File: src/rtl/uart_tx_arbiter_pkg.sv
// Shared types and constants for the UART transmit arbiter.
// HDR state exists only when UART_ARB_ID_PREFIX_EN is defined.
package uart_tx_arbiter_pkg;

  typedef enum logic [2:0] {
    IDLE,
    ARB,
`ifdef UART_ARB_ID_PREFIX_EN
    HDR,
`endif
    LOAD,
    WAIT_HI,
    WAIT_LO
  } arb_state_t;

  localparam logic [7:0] HDR_BASE = 8'hA0;

  function automatic logic [7:0] hdr_byte(
    input logic [7:0] id
  );
    return HDR_BASE | id;
  endfunction

endpackage

File: src/rtl/uart_tx_arbiter_rr_picker.sv
// Combinational round-robin picker: first set request
// bit found searching upward from last+1, wrapping.
module rr_picker #(
  parameter int NUM_REQ = 4,
  parameter int ID_W    = 2
) (
  input  logic [NUM_REQ-1:0] req,
  input  logic [ID_W-1:0]    last,
  output logic               found,
  output logic [ID_W-1:0]    idx
);

  always_comb begin : pick
    int j;
    found = 1'b0;
    idx   = '0;
    j     = 0;
    for (int k = 1; k <= NUM_REQ; k++) begin
      j = (int'(last) + k) % NUM_REQ;
      if (!found && req[j[ID_W-1:0]]) begin
        found = 1'b1;
        idx   = j[ID_W-1:0];
      end
    end
  end

endmodule

File: src/rtl/uart_tx_arbiter.sv
// Message-locked round-robin arbiter feeding one UART transmitter.
// Define UART_ARB_ID_PREFIX_EN to prefix each message with 8'hA0|id.
module uart_tx_arbiter
  import uart_tx_arbiter_pkg::*;
#(
  parameter int NUM_REQ = 4,
  parameter int ID_W    = 2
) (
  input  logic                 clk,
  input  logic                 rst,
  input  logic [NUM_REQ-1:0]   req_valid,
  input  logic [NUM_REQ-1:0]   req_last,
  input  logic [NUM_REQ*8-1:0] req_data,
  output logic [NUM_REQ-1:0]   req_ready,
  output logic                 tx_start,
  output logic [7:0]           tx_data,
  input  logic                 tx_busy,
  output logic                 grant_valid,
  output logic [ID_W-1:0]      grant_id
);

  arb_state_t      state, state_n;
  logic            grant_valid_n;
  logic [ID_W-1:0] grant_id_n;
  logic [ID_W-1:0] last_grant, last_grant_n;
  logic            last_flag, last_flag_n;

  logic            pick_found;
  logic [ID_W-1:0] pick_idx;

  logic            sel_valid;
  logic            sel_last;
  logic [7:0]      sel_data;

  rr_picker #(
    .NUM_REQ (NUM_REQ),
    .ID_W    (ID_W)
  ) u_pick (
    .req   (req_valid),
    .last  (last_grant),
    .found (pick_found),
    .idx   (pick_idx)
  );

  assign sel_valid = req_valid[grant_id];
  assign sel_last  = req_last[grant_id];
  assign sel_data  = req_data[grant_id*8 +: 8];

  always_ff @(posedge clk or posedge rst) begin
    if (rst) begin
      state       <= IDLE;
      grant_valid <= 1'b0;
      grant_id    <= '0;
      last_grant  <= ID_W'(NUM_REQ - 1);
      last_flag   <= 1'b0;
    end else begin
      state       <= state_n;
      grant_valid <= grant_valid_n;
      grant_id    <= grant_id_n;
      last_grant  <= last_grant_n;
      last_flag   <= last_flag_n;
    end
  end

  // last_flag remembers whether the byte in flight ends the message
  always_comb begin
    state_n       = state;
    grant_valid_n = grant_valid;
    grant_id_n    = grant_id;
    last_grant_n  = last_grant;
    last_flag_n   = last_flag;
    tx_start      = 1'b0;
    tx_data       = 8'h00;
    req_ready     = '0;
    unique case (state)
      IDLE: begin
        if (|req_valid) state_n = ARB;
      end
      ARB: begin
        if (pick_found) begin
          grant_valid_n = 1'b1;
          grant_id_n    = pick_idx;
`ifdef UART_ARB_ID_PREFIX_EN
          state_n       = HDR;
`else
          state_n       = LOAD;
`endif
        end else begin
          state_n = IDLE;
        end
      end
`ifdef UART_ARB_ID_PREFIX_EN
      HDR: begin
        if (!tx_busy) begin
          tx_start    = 1'b1;
          tx_data     = hdr_byte(8'(grant_id));
          last_flag_n = 1'b0;
          state_n     = WAIT_HI;
        end
      end
`endif
      LOAD: begin
        if (sel_valid && !tx_busy) begin
          tx_start            = 1'b1;
          tx_data             = sel_data;
          req_ready[grant_id] = 1'b1;
          last_flag_n         = sel_last;
          state_n             = WAIT_HI;
        end
      end
      WAIT_HI: begin
        if (tx_busy) state_n = WAIT_LO;
      end
      WAIT_LO: begin
        if (!tx_busy) begin
          if (last_flag) begin
            last_grant_n  = grant_id;
            grant_valid_n = 1'b0;
            state_n       = IDLE;
          end else begin
            state_n = LOAD;
          end
        end
      end
      default: state_n = IDLE;
    endcase
  end

endmodule

File: config.mk
export PLATFORM = sky130hd
export DESIGN_NAME = uart_tx_arbiter
export DESIGN_NICKNAME = d
export VERILOG_FILES = /design/src/rtl/uart_tx_arbiter_pkg.sv /design/src/rtl/uart_tx_arbiter_rr_picker.sv /design/src/rtl/uart_tx_arbiter.sv
export SDC_FILE = /design/constraint.sdc
export NUM_CORES = 1
export LEC_CHECK = 0
export ABC_AREA = 0
export CORE_MARGIN = 4
export CORE_UTILIZATION = 39
export DETAILED_ROUTE_END_ITERATION = 7
export PLACE_DENSITY = 0.91
export SLEW_MARGIN = 10
export SYNTH_ARGS = -nofsm -noshare
export SYNTH_HDL_FRONTEND = slang
export SYNTH_SLANG_ARGS = --single-unit
File: constraint.sdc
create_clock -name clk -period 3.57 [get_ports clk]
set_input_delay 0.714 -clock clk [delete_from_list [all_inputs] [get_ports clk]]
set_output_delay 0.714 -clock clk [all_outputs]
set_load 0.05 [all_outputs]
==> summary.txt <==
Run status
  • Status: finished clean

Floorplanning
  • Starting density of the core: 40.7%
  • Boundary pin count: 59
  • Die area: around 3100 µm²
  • Die H: between 50 and 60 µm
  • Die width: 56.1 µm
  • Row count: 17
  • Core Area: 2210 µm²

Setup path
  • R2r setup slk: 1.69 ns
  • Critical path arrival: approximately 2.4 ns
  • Startpoint Class: input port
  • Reg-to-reg critical path endpoint: state[0]
  • CP Capture Type: output pin
  • CP Max Fanout: 5
  • WS Path Type: in -> out
  • Worst EP required: between 2 and 3 ns
  • Reg2Reg Depth: 3
  • FF-to-FF Start: grant_id[0]

Layout
  • Area Overhead vs Synth: 65.6%
  • Fin util: 67.4%
  • Finished Layout Cells: 174
  • Most frequent cells in the layout: clkdlybuf4s50_1, buf_4, nand2_1
  • Filler instances: 179
  • Layout cell share with drive strength beyond 1: between 10% and 20%
  • Most common cell after layout, fill and taps aside: clkdlybuf4s50_1
  • Net count, final: 190
  • # diodes: 0

Synthesis
  • Part of the Yosys area used for sequential elements: 25.3%
  • Flops & latches, synth: 9
  • Average cell area after synthesis: 10.1 µm²
  • Post-synth EDFFs: 0
  • Syn Nets: 132
  • Yosys cell types: 33
  • Synth Flop Type: dfrtp_1
  • FFs w/ async S/R, synth: 100%
  • Mapped Cells: 89
  • Synth warn: 0
  • Synthesized cell area: 901 µm²

Drt
  • DRT Pass-1 Iters: 4
  • WL/cell: 17.1 µm
  • DRC viols: 0
  • Via density: 5.56
  • Via Count: roughly 970
  • Antenna Violating Nets Remaining: 0
  • Initial DRC Count: 15
  • Total wire length: between 2000 and 3000 µm

Min path
  • Hold Crit Class: reg -> reg
  • Hold Path Origin: grant_valid
  • WHS Endpoint: grant_valid
  • Worst hold stages: 1

Clock network
  • Clk_lat worst skew: 0.26 ns
  • Num CTS Buffers: 3
  • Post-CTS Resized: 0
  • Post-CTS Hold Buffers: 0
  • H-Tree Depth: 1
  • Max clock buf depth: 2
  • Clk sinks: 9
  • Clock slew at reported path FFs: 0.06 ns
  • Root Driver: clkbuf_4
  • CTS tree: built
  • Setup Fix Bufs, Post-CTS: 0

Timing
  • Setup TNS: 0 ns
  • Max Transition Viols Final: 0
  • Final cycle utilization of the critical path: between 80% and 90%
  • RSZ-0062 raised after global routing: false
  • Rel. slew slack: 51.2%
  • Final setup fails: 0
  • Worst Skew: 0.00541 ns
  • Max Clock Freq: 320 MHz
  • WHS: ~0.48 ns
  • Fin. Hold Viols: 0
  • Tmin final: 3.13 ns
  • Tightest Pin Transition: 0.732 ns

Power
  • Worst vdd ir: 0.378 mV
  • Leakage: around 0.63 nW
  • Total power: 883 µW
  • P per Cell Area: 592 nW/µm²

Placement
  • Hpwl dp: between 2000 and 3000 µm
  • # port buffers: 58
  • Global placement routability congestion: approximately 0.73
  • Placed Cells: 170

GRT
  • First-pass GRT wire length: 4540 µm
  • Pin count of the biggest net entering global routing: 20
  • Gr ovfl total: 0
  • Vias in the first global route: 934
  • Initial antenna violation count: 0
  • Gr usage total: 18.8%

Flow run
  • Max cap viols: 0
==> stage by stage <==
| stage | setup WS (ns) | cell area (µm²) |
|---|---|---|
| finish | 0.441 | 1490 |
| global route | 0.361 | 1490 |
| CTS | 0.476 | 1490 |
| detailed placement | 0.494 | 1470 |
| global placement | 0.561 | 1470 |
| floorplan | 0.209 | 901 |
==> final cells by class <==
| type | count | area (µm²) | share of cell area (%) |
|---|---|---|---|
| tap | 28 | 35.0 | 2.35 |
| inverter | 3 | 11.3 | 0.755 |
| sequential | 9 | 228 | 15.3 |
| timing repair buffer | 58 | 573 | 38.4 |
| clock buffer | 4 | 26.3 | 1.76 |
| multi-input combinational | 72 | 618 | 41.4 |
==> worst max path at each step <==
stage	start	endpoint	slack [ns]	cells after the start
CTS	tx_busy	req_ready[0]	0.48	5
global placement	tx_busy	req_ready[2]	0.56	5
detailed placement	tx_busy	req_ready[2]	0.49	5
finish	tx_busy	req_ready[0]	0.44	5
floorplan	tx_busy	req_ready[0]	0.21	3
global route	tx_busy	req_ready[2]	0.36	5
==> registers in the layout (all words and copies together), names as in the netlist <==
name / count
last_flag: 1
last_grant: 2
grant_id: 2
state: 3
grant_valid: 1
==> routing by layer <==
metal	GRT usage, %	vias up	routed length, µm
met2	35.6	36	1680
met3	4.87	6	145
li1	-	457	-
met5	0	-	0
met4	5.76	0	70
met1	20.1	469	1090
==> worst max-delay path, cell delays in order <==
cell             delay, ns
clkdlybuf4s50_1       0.51
nor2b_1               0.25
nand2_1               0.14
nor4b_1               0.59
buf_12                0.22
==> cells in the mapped netlist, drive strengths merged (2+ instances only) <==
cell type | number | area, µm²
a21oi | 5 | 25.0
and3 | 8 | 50.1
buf | 5 | 43.8
dfrtp | 7 | 175
dfstp | 2 | 52.6
inv | 3 | 11.3
mux2 | 3 | 33.8
mux4 | 9 | 225
nand2 | 10 | 37.5
nand2b | 3 | 18.8
nand3 | 2 | 10.0
nor2 | 8 | 30.0
nor2b | 3 | 18.8
nor3b | 2 | 15.0
nor4 | 2 | 18.8
nor4b | 3 | 47.5
o21ai | 6 | 33.8
o22ai | 2 | 12.5
==> where the power goes <==
group	internal, mW	switching (mW)	leakage, nW	total (mW)
combinational	0.265	0.275	0.509	0.540
clock	0.0430	0.0338	0.0150	0.0768
sequential	0.149	0.118	0.102	0.266
total	0.457	0.426	0.626	0.883
==> cells by family after synthesis <==
kind of cell	Yosys count	share of synthesized area (%)
AND/OR/NAND/NOR	44	29.6
buffers and inverters	8	6.11
AO/OA/AOI/OAI	16	10.3
multiplexers	12	28.7
flip-flops	9	25.3
Note: power is estimated with default switching activity, not from simulation.
